`src/rtl/ibex_multdiv_iter.sv`:
```
// Iterative RV32M multiply/divide sequencer sharing the ALU's 33-bit multdiv adder.
// Define IBEX_MULTDIV_DIV_EN to build the divide datapath; without it divide ops return all ones.
module ibex_multdiv_iter (
    input  logic        clk_i,
    input  logic        rst_i,
    input  logic        start_i,
    input  logic        abort_i,
    input  logic [2:0]  op_i,
    input  logic [31:0] op_a_i,
    input  logic [31:0] op_b_i,
    output logic        ready_o,
    output logic        valid_o,
    output logic [31:0] result_o,
    output logic [32:0] alu_operand_a_o,
    output logic [32:0] alu_operand_b_o,
    output logic        alu_sel_o,
    input  logic [33:0] alu_sum_ext_i
);

    typedef enum logic [2:0] {
        IDLE, INIT_A, INIT_B, LOOP, FIX_LO, FIX_HI, DONE
    } state_e;

    typedef enum logic [2:0] {
        OP_MUL, OP_MULH, OP_MULHSU, OP_MULHU, OP_DIV, OP_DIVU, OP_REM, OP_REMU
    } op_e;

    state_e      state_q, state_d;
    op_e         op_q, op_d, op_in;
    logic [31:0] a_q, a_d, b_q, b_d;
    logic [31:0] hi_q, hi_d, lo_q, lo_d;
    logic [31:0] result_q, result_d;
    logic [32:0] bmag_q, bmag_d;
    logic [4:0]  cnt_q, cnt_d;
    logic        carry_q, carry_d;
    logic        sign_a_q, sign_a_d, sign_b_q, sign_b_d, neg_res_q, neg_res_d;

    logic [32:0] sum;
    logic        unused_sum_lsb;
    logic        is_div, neg_lo, neg_hi, res_is_lo;
    logic        start_sign_a, start_sign_b;
    logic [32:0] alu_a, alu_b;
    logic        alu_sel;
`ifdef IBEX_MULTDIV_DIV_EN
    logic [32:0] rem_shift;
    logic        acc;
`endif

    assign sum            = alu_sum_ext_i[33:1];
    assign unused_sum_lsb = alu_sum_ext_i[0];
    assign op_in          = op_e'(op_i);
    assign is_div         = op_q[2];

    assign start_sign_a = op_a_i[31] &
                          (op_in == OP_MULH || op_in == OP_MULHSU || op_in == OP_DIV || op_in == OP_REM);
    assign start_sign_b = op_b_i[31] & (op_in == OP_MULH || op_in == OP_DIV || op_in == OP_REM);

    // Remainders keep their sign through hi; only products and quotients negate lo.
    assign neg_lo = neg_res_q & ~(is_div & op_q[1]);
`ifdef IBEX_MULTDIV_DIV_EN
    assign rem_shift = {hi_q, lo_q[31]};
    assign neg_hi    = (neg_res_q & ~is_div) | (is_div & op_q[1] & sign_a_q);
`else
    assign neg_hi    = neg_res_q & ~is_div;
`endif
    assign res_is_lo = is_div ? ~op_q[1] : (op_q[1:0] == 2'b00);

    // ALU operand drive depends on registered state only, keeping the external adder loop acyclic.
    always_comb begin
        // NOTE: every output of a combinational block gets a default first; a missed path would infer a latch.
        alu_a   = '0;
        alu_b   = '0;
        alu_sel = 1'b0;
        case (state_q)
            INIT_A: begin
                alu_sel = 1'b1;
                if (sign_a_q) begin
                    alu_a = {1'b0, ~a_q};
                    alu_b = 33'd1;
                end
            end
            INIT_B: begin
                alu_sel = 1'b1;
`ifdef IBEX_MULTDIV_DIV_EN
                if (is_div) begin
                    if (!sign_b_q) begin
                        alu_a = ~{1'b0, b_q};
                        alu_b = 33'd1;
                    end
                end else if (sign_b_q) begin
                    alu_a = ~{b_q[31], b_q};
                    alu_b = 33'd1;
                end
`else
                if (sign_b_q) begin
                    alu_a = ~{b_q[31], b_q};
                    alu_b = 33'd1;
                end
`endif
            end
            LOOP: begin
                alu_sel = 1'b1;
`ifdef IBEX_MULTDIV_DIV_EN
                if (is_div) begin
                    alu_a = rem_shift;
                    alu_b = bmag_q;
                end else begin
                    alu_a = {1'b0, hi_q};
                    alu_b = lo_q[0] ? bmag_q : 33'd0;
                end
`else
                alu_a = {1'b0, hi_q};
                alu_b = lo_q[0] ? bmag_q : 33'd0;
`endif
            end
            FIX_LO: begin
                alu_sel = 1'b1;
                if (neg_lo) begin
                    alu_a = {1'b0, ~lo_q};
                    alu_b = 33'd1;
                end
            end
            FIX_HI: begin
                alu_sel = 1'b1;
                if (neg_hi) begin
                    alu_a = {1'b0, ~hi_q};
                    alu_b = is_div ? 33'd1 : {32'b0, carry_q};
                end
            end
            default: ;
        endcase
    end

    always_comb begin
        state_d   = state_q;
        op_d      = op_q;
        a_d       = a_q;
        b_d       = b_q;
        hi_d      = hi_q;
        lo_d      = lo_q;
        bmag_d    = bmag_q;
        cnt_d     = cnt_q;
        carry_d   = carry_q;
        sign_a_d  = sign_a_q;
        sign_b_d  = sign_b_q;
        neg_res_d = neg_res_q;
        result_d  = result_q;
`ifdef IBEX_MULTDIV_DIV_EN
        acc       = 1'b0;
`endif
        case (state_q)
            IDLE: begin
                if (start_i) begin
                    op_d      = op_in;
                    a_d       = op_a_i;
                    b_d       = op_b_i;
                    hi_d      = '0;
                    cnt_d     = '0;
                    sign_a_d  = start_sign_a;
                    sign_b_d  = start_sign_b;
                    neg_res_d = (start_sign_a ^ start_sign_b) & ~(op_i[2] && op_b_i == 32'd0);
`ifdef IBEX_MULTDIV_DIV_EN
                    state_d   = INIT_A;
`else
                    if (op_i[2]) begin
                        state_d  = DONE;
                        result_d = '1;
                    end else begin
                        state_d  = INIT_A;
                    end
`endif
                end
            end
            INIT_A: begin
                lo_d    = sign_a_q ? sum[31:0] : a_q;
                state_d = INIT_B;
            end
            INIT_B: begin
`ifdef IBEX_MULTDIV_DIV_EN
                if (is_div) bmag_d = sign_b_q ? {b_q[31], b_q} : sum;
                else        bmag_d = sign_b_q ? sum : {1'b0, b_q};
`else
                bmag_d = sign_b_q ? sum : {1'b0, b_q};
`endif
                state_d = LOOP;
            end
            LOOP: begin
`ifdef IBEX_MULTDIV_DIV_EN
                if (is_div) begin
                    // Restoring step: keep the difference when the trial subtract does not borrow.
                    acc  = rem_shift[32] | ~sum[32];
                    hi_d = acc ? sum[31:0] : rem_shift[31:0];
                    lo_d = {lo_q[30:0], acc};
                end else begin
                    hi_d = sum[32:1];
                    lo_d = {sum[0], lo_q[31:1]};
                end
`else
                hi_d = sum[32:1];
                lo_d = {sum[0], lo_q[31:1]};
`endif
                cnt_d = cnt_q + 5'd1;
                if (cnt_q == 5'd31) state_d = FIX_LO;
            end
            FIX_LO: begin
                if (neg_lo) begin
                    lo_d    = sum[31:0];
                    carry_d = sum[32];
                end else begin
                    carry_d = ~is_div;
                end
                state_d = FIX_HI;
            end
            FIX_HI: begin
                if (neg_hi) hi_d = sum[31:0];
                result_d = res_is_lo ? lo_q : (neg_hi ? sum[31:0] : hi_q);
                state_d  = DONE;
            end
            DONE:    state_d = IDLE;
            default: state_d = IDLE;
        endcase

        if (abort_i) begin
            state_d  = IDLE;
            result_d = result_q;
        end
    end

    // NOTE: sequential state uses non-blocking assignments so every register samples pre-edge values.
    always_ff @(posedge clk_i) begin
        if (rst_i) begin
            state_q   <= IDLE;
            op_q      <= OP_MUL;
            a_q       <= '0;
            b_q       <= '0;
            hi_q      <= '0;
            lo_q      <= '0;
            bmag_q    <= '0;
            cnt_q     <= '0;
            carry_q   <= 1'b0;
            sign_a_q  <= 1'b0;
            sign_b_q  <= 1'b0;
            neg_res_q <= 1'b0;
            result_q  <= '0;
        end else begin
            state_q   <= state_d;
            op_q      <= op_d;
            a_q       <= a_d;
            b_q       <= b_d;
            hi_q      <= hi_d;
            lo_q      <= lo_d;
            bmag_q    <= bmag_d;
            cnt_q     <= cnt_d;
            carry_q   <= carry_d;
            sign_a_q  <= sign_a_d;
            sign_b_q  <= sign_b_d;
            neg_res_q <= neg_res_d;
            result_q  <= result_d;
        end
    end

    assign ready_o         = (state_q == IDLE);
    assign valid_o         = (state_q == DONE);
    assign result_o        = result_q;
    assign alu_operand_a_o = alu_a;
    assign alu_operand_b_o = alu_b;
    assign alu_sel_o       = alu_sel;

endmodule

```
`config.mk`:
```
export PLATFORM = sky130hd
export DESIGN_NAME = ibex_multdiv_iter
export DESIGN_NICKNAME = d
export VERILOG_FILES = /design/src/rtl/ibex_multdiv_iter.sv
export SDC_FILE = /design/constraint.sdc
export NUM_CORES = 1
export LEC_CHECK = 0
export ABC_CLOCK_PERIOD_IN_PS = 2150
export CAP_MARGIN = 15
export CORE_UTILIZATION = 45
export CTS_CLUSTER_SIZE = 25
export DETAILED_ROUTE_END_ITERATION = 7
export PLACE_DENSITY = 0.74
export SKIP_LAST_GASP = 1
export SLEW_MARGIN = 15
export SYNTH_ARGS = -nofsm -noshare
export SYNTH_HDL_FRONTEND = slang
export SYNTH_SLANG_ARGS = --single-unit
export TNS_END_PERCENT = 5
```
`constraint.sdc`:
```
create_clock -name clk_i -period 2.15 [get_ports clk_i]
set_input_delay 0.215 -clock clk_i [delete_from_list [all_inputs] [get_ports clk_i]]
set_output_delay 0.215 -clock clk_i [all_outputs]
set_load 0.01 [all_outputs]
```
==> summary.md, run 1 <==
| Metric | Value |
|---|---|
| Sequential fraction of the synthesis area | `39.52%` |
| Yosys cell types | `54` |
| Average wire per standard cell | `21.56 um` |
| Worst hold path type | `primary input to register` |
| Ant diodes | `0` |
| Pwr Density | `688.4 mW/mm^2` |
| Core area | `0.02278 mm^2` |
| F_max | `409.1 MHz` |
| Ports | `206` |
| Outcome | `complete, but fails checks` |
| Most common cell after layout, fill and taps aside | `dfxtp_1` |
| Synth warnings | `0` |
| Crit-path slowest cell | `dfxtp_2` |
| CTS tree | `built` |
| CTS buffer count | `24` |
| Core Rows | `55` |
| WL final | `38010 um` |
| Nets | `1545` |
| Full die area | `0.02403 mm^2` |
| Post-synth ARST share | `0%` |
| Final hold violation count | `0` |
| Clock skew | `~0.0083 ns` |
| Final GP Congestion | `0.9160` |
| Peak fanout along the critical path | `11` |
| Layout cell share with drive strength beyond 1 | `21.24%` |
| Slew @ Worst Pin | `~0.72 ns` |
| Via count | `10890` |
| Number of global-route vias before repair | `10450` |
| Largest net degree at the start of global routing | `84` |
| IO Port Bufs | `204` |
| Routing usage on met2 | `between 40% and 50%` |
| Initial antenna violation count | `0` |
| Tcrit/Tclk final | `113.7%` |
| Maxcap violations | `0` |
| Failing checks | `design-rule violations, negative setup slack` |
| Ys flop type | `dfxtp_1` |
| CTS sink count | `208` |
| Mux contribution to synthesized area | `9.595%` |
| Final setup margin | `-0.2946 ns` |
| Global-route wire length before repair | `58060 um` |
| Dpl hpwl | `approximately 25000 um` |
| Clock power frac | `39.7%` |
| Root Driver | `clkbuf_16` |
| Slew Viols, Final | `0` |
| Main combinational cell family by area after synthesis | `compound AO/OA/AOI/OAI gates` |
| Post-synthesis compound-gate area fraction | `25.94%` |
| CP Launch Type | `register` |
| Final setup fails | `71` |
| Arr. time, crit path | `2.23 ns` |
| Vias/cell | `6.174` |
| Synthesized instance count | `1228` |
| FF+latch count, synth | `between 200 and 250` |
| Most frequent cells in the layout | `dfxtp_1, nand2_1, clkdlybuf4s50_1, nor2_1, a21oi_1` |
| Synth Cell Area | `0.01054 mm^2` |
| Minimum hold slack | `0.06952 ns` |
| Latest clock arrival within the worst-skew pair | `0.51 ns` |
| Power, Total | `9796 uW` |
| Post-DRT Antenna Nets | `0` |
| Most crowded layer after global routing | `met2` |
| Die H | `155.0 um` |
| Crit-path cells | `buf_12 -> nor3b_4 -> buf_4 -> nor2b_4 -> inv_4 -> and3_4 -> buf_6 -> buf_6 -> and2_1 -> buf_2` |
| Post-synth EDFFs | `0` |
| Met1 Track Usage GR | `40.08%` |
| DRC errors left | `1` |
| Crit path capture type | `output pin` |
| Clock Path Buffers | `3` |
| Data required time of the critical path | `1.93 ns` |
| Pleak | `0.005290 uW` |
| Internal power | `between 7000 and 8000 uW` |
| Total gr overflow | `0` |
| Synthesis-to-finish area growth | `35.04%` |
| Comb pwr share | `16.8%` |
| Worst vdd ir | `0.0005286 V` |
| RSZ-0062 raised after global routing | `true` |
| Crit Path Category | `register to output pin` |
| H-Tree Depth | `1` |
| Syn nets | `1337` |
| Crit path top cell by count | `buf_6` |
| GRT Total Usage | `30.69%` |
| Adder-cell share of the synthesized area | `less than 1%` |
| GRT met3 Usage | `4.652%` |
| Switching Fraction | `27.63%` |
| Clock-pin transition on the worst setup and hold timing paths | `0.06 ns` |
| Rel. slew slack | `51.97%` |
| Post-layout minimum cycle time | `2.445 ns` |
| Switching Power | `between 2000 and 3000 uW` |
| Pre-antenna DRT Iters | `8` |
| Syn avg cell area | `roughly 8.6 um^2` |
| Initial Util | `46.26%` |
| CP peak stage delay | `~0.33 ns` |
| Filler cells | `approximately 2000` |
| Initial DRC Count | `1216` |
| Sequential share of power | `43.5%` |
| Die width | `155.0 um` |
| Simple-gate portion of the synthesized area | `19.05%` |
| XOR/XNOR share of the synthesized area | `0.1663%` |
[path summary, 6_finish.rpt]
| check | slack [ns] | to | start | depth (start not counted) |
|---|---|---|---|---|
| max | -0.29 | alu_operand_b_o[4] | state_q[0] | 10 |
| min | 0.07 | hi_q[2] | rst_i | 2 |
| max reg2reg | -0.02 | result_o[7] | state_q[2] | 7 |
| min reg2reg | 0.46 | bmag_q[32] | bmag_q[32] | 2 |
[metal layers]
| layer | vias up | routed length, um |
|---|---|---|
| li1 | 4938 | - |
| met1 | 5177 | 15350 |
| met2 | 647 | 17680 |
| met3 | 123 | 3323 |
| met4 | 0 | 1651 |
| met5 | - | 0 |
[area by class of cell]
cell class              count  area, um^2  area share, %
well taps                 313       391.6          2.752
clock buffers              35       713.2          5.012
clock inverters             5       28.78         0.2023
inverters                   7       28.78         0.2023
flip-flops and latches    208        4172          29.32
repair buffers            304        2970          20.88
multi-input cells         891        5924          41.64
[state kept, by name, summed over array words and instances (netlist names)]
signal,cells
op_q,3
lo_q,32
cnt_q,5
hi_q,32
carry_q,1
a_q,32
b_q,32
sign_a_q,1
result_o,32
neg_res_q,1
state_q,3
sign_b_q,1
bmag_q,33
[critical path: cells and delay by family (launching register included)]
family | cells | cell delay [ns]
AND/OR/NAND/NOR | 4 | 0.63
flip-flops | 1 | 0.33
buffers and inverters | 6 | 0.74
[kinds of logic after synthesis]
| kind of cell | Yosys count |
|---|---|
| XOR/XNOR | 2 |
| flip-flops | 208 |
| buffers and inverters | 129 |
| AND/OR/NAND/NOR | 434 |
| multiplexers | 97 |
| AO/OA/AOI/OAI | 354 |
| adder cells (fa/ha/maj) | 4 |
[through the flow]
step                      utilization [%]  worst slack (ns)  area (um^2)  instances  setup TNS [ns]
after floorplan                         -          0.005881        10540       1228               0
after global placement              58.41           -0.1327        13310       1709          -5.134
after detailed placement            58.41           -0.2543        13310       1709          -11.53
after CTS                           62.24           -0.2629        14180       1759          -15.83
after global routing                62.47           -0.3443        14230       1763          -21.19
final                               62.47           -0.2946        14230       1763          -15.61
[power by group through the flow]
stage / combinational [uW] / clock (uW) / sequential, uW
2_1_floorplan: 876 / 0 / 4300
3_3_place_gp: 1560 / 0 / 4330
3_5_place_dp: 1590 / 0 / 4340
4_1_cts: 1610 / 3930 / 4260
5_1_grt: 1750 / 4100 / 4280
6_report: 1640 / 3890 / 4260
[cell usage after synthesis, drive strengths merged, types with 2 or more instances]
library cell	instances	area share [%]
a211oi	67	6.2
a21oi	80	3.8
a221oi	2	0.33
a222oi	32	3.0
a22oi	31	2.2
a311oi	31	2.6
and2	33	2.0
and3	4	0.24
and3b	2	0.17
buf	43	2.2
clkbuf	79	2.8
dfxtp	208	40
ha	4	0.48
inv	6	0.21
mux2	32	3.4
mux2i	65	6.2
nand2	175	6.2
nand3	38	1.8
nand3b	6	0.43
nand4	3	0.18
nor2	141	5.7
nor2b	4	0.24
nor3	8	0.43
nor3b	3	0.37
nor4	8	0.48
nor4b	2	0.31
o21a	31	2.2
o21ai	10	0.48
o221ai	30	2.5
o22ai	32	1.9
o31a	2	0.17
or3	4	0.24
xor2	2	0.17
[timing repair]
action,4_1_cts,5_1_grt
setup buffers,6,3
hold buffers,0,0
pin swaps,24,7
gates cloned,4,1
endpoints found under the setup margin,80,100
resized for setup,239,16
endpoints found under the hold margin,0,0
Power figures use the tool's default switching activity.
==> inputs of run 2 (changes only) <==
--- a/config.mk
+++ b/config.mk
@@ -12,7 +12,7 @@
 export DETAILED_ROUTE_END_ITERATION = 7
 export PLACE_DENSITY = 0.74
 export SKIP_LAST_GASP = 1
-export SLEW_MARGIN = 15
+export SLEW_MARGIN = 20
 export SYNTH_ARGS = -nofsm -noshare
 export SYNTH_HDL_FRONTEND = slang
 export SYNTH_SLANG_ARGS = --single-unit
==> results of run 2 <==
Same layout as run 1: the final DEF is identical, and so are final timing and power.
==> inputs of run 3 (changes only) <==
--- a/config.mk
+++ b/config.mk
@@ -12,7 +12,6 @@
 export DETAILED_ROUTE_END_ITERATION = 7
 export PLACE_DENSITY = 0.74
 export SKIP_LAST_GASP = 1
-export SLEW_MARGIN = 20
 export SYNTH_ARGS = -nofsm -noshare
 export SYNTH_HDL_FRONTEND = slang
 export SYNTH_SLANG_ARGS = --single-unit
==> results of run 3 <==
Same layout as run 1: the final DEF is identical, and so are final timing and power.
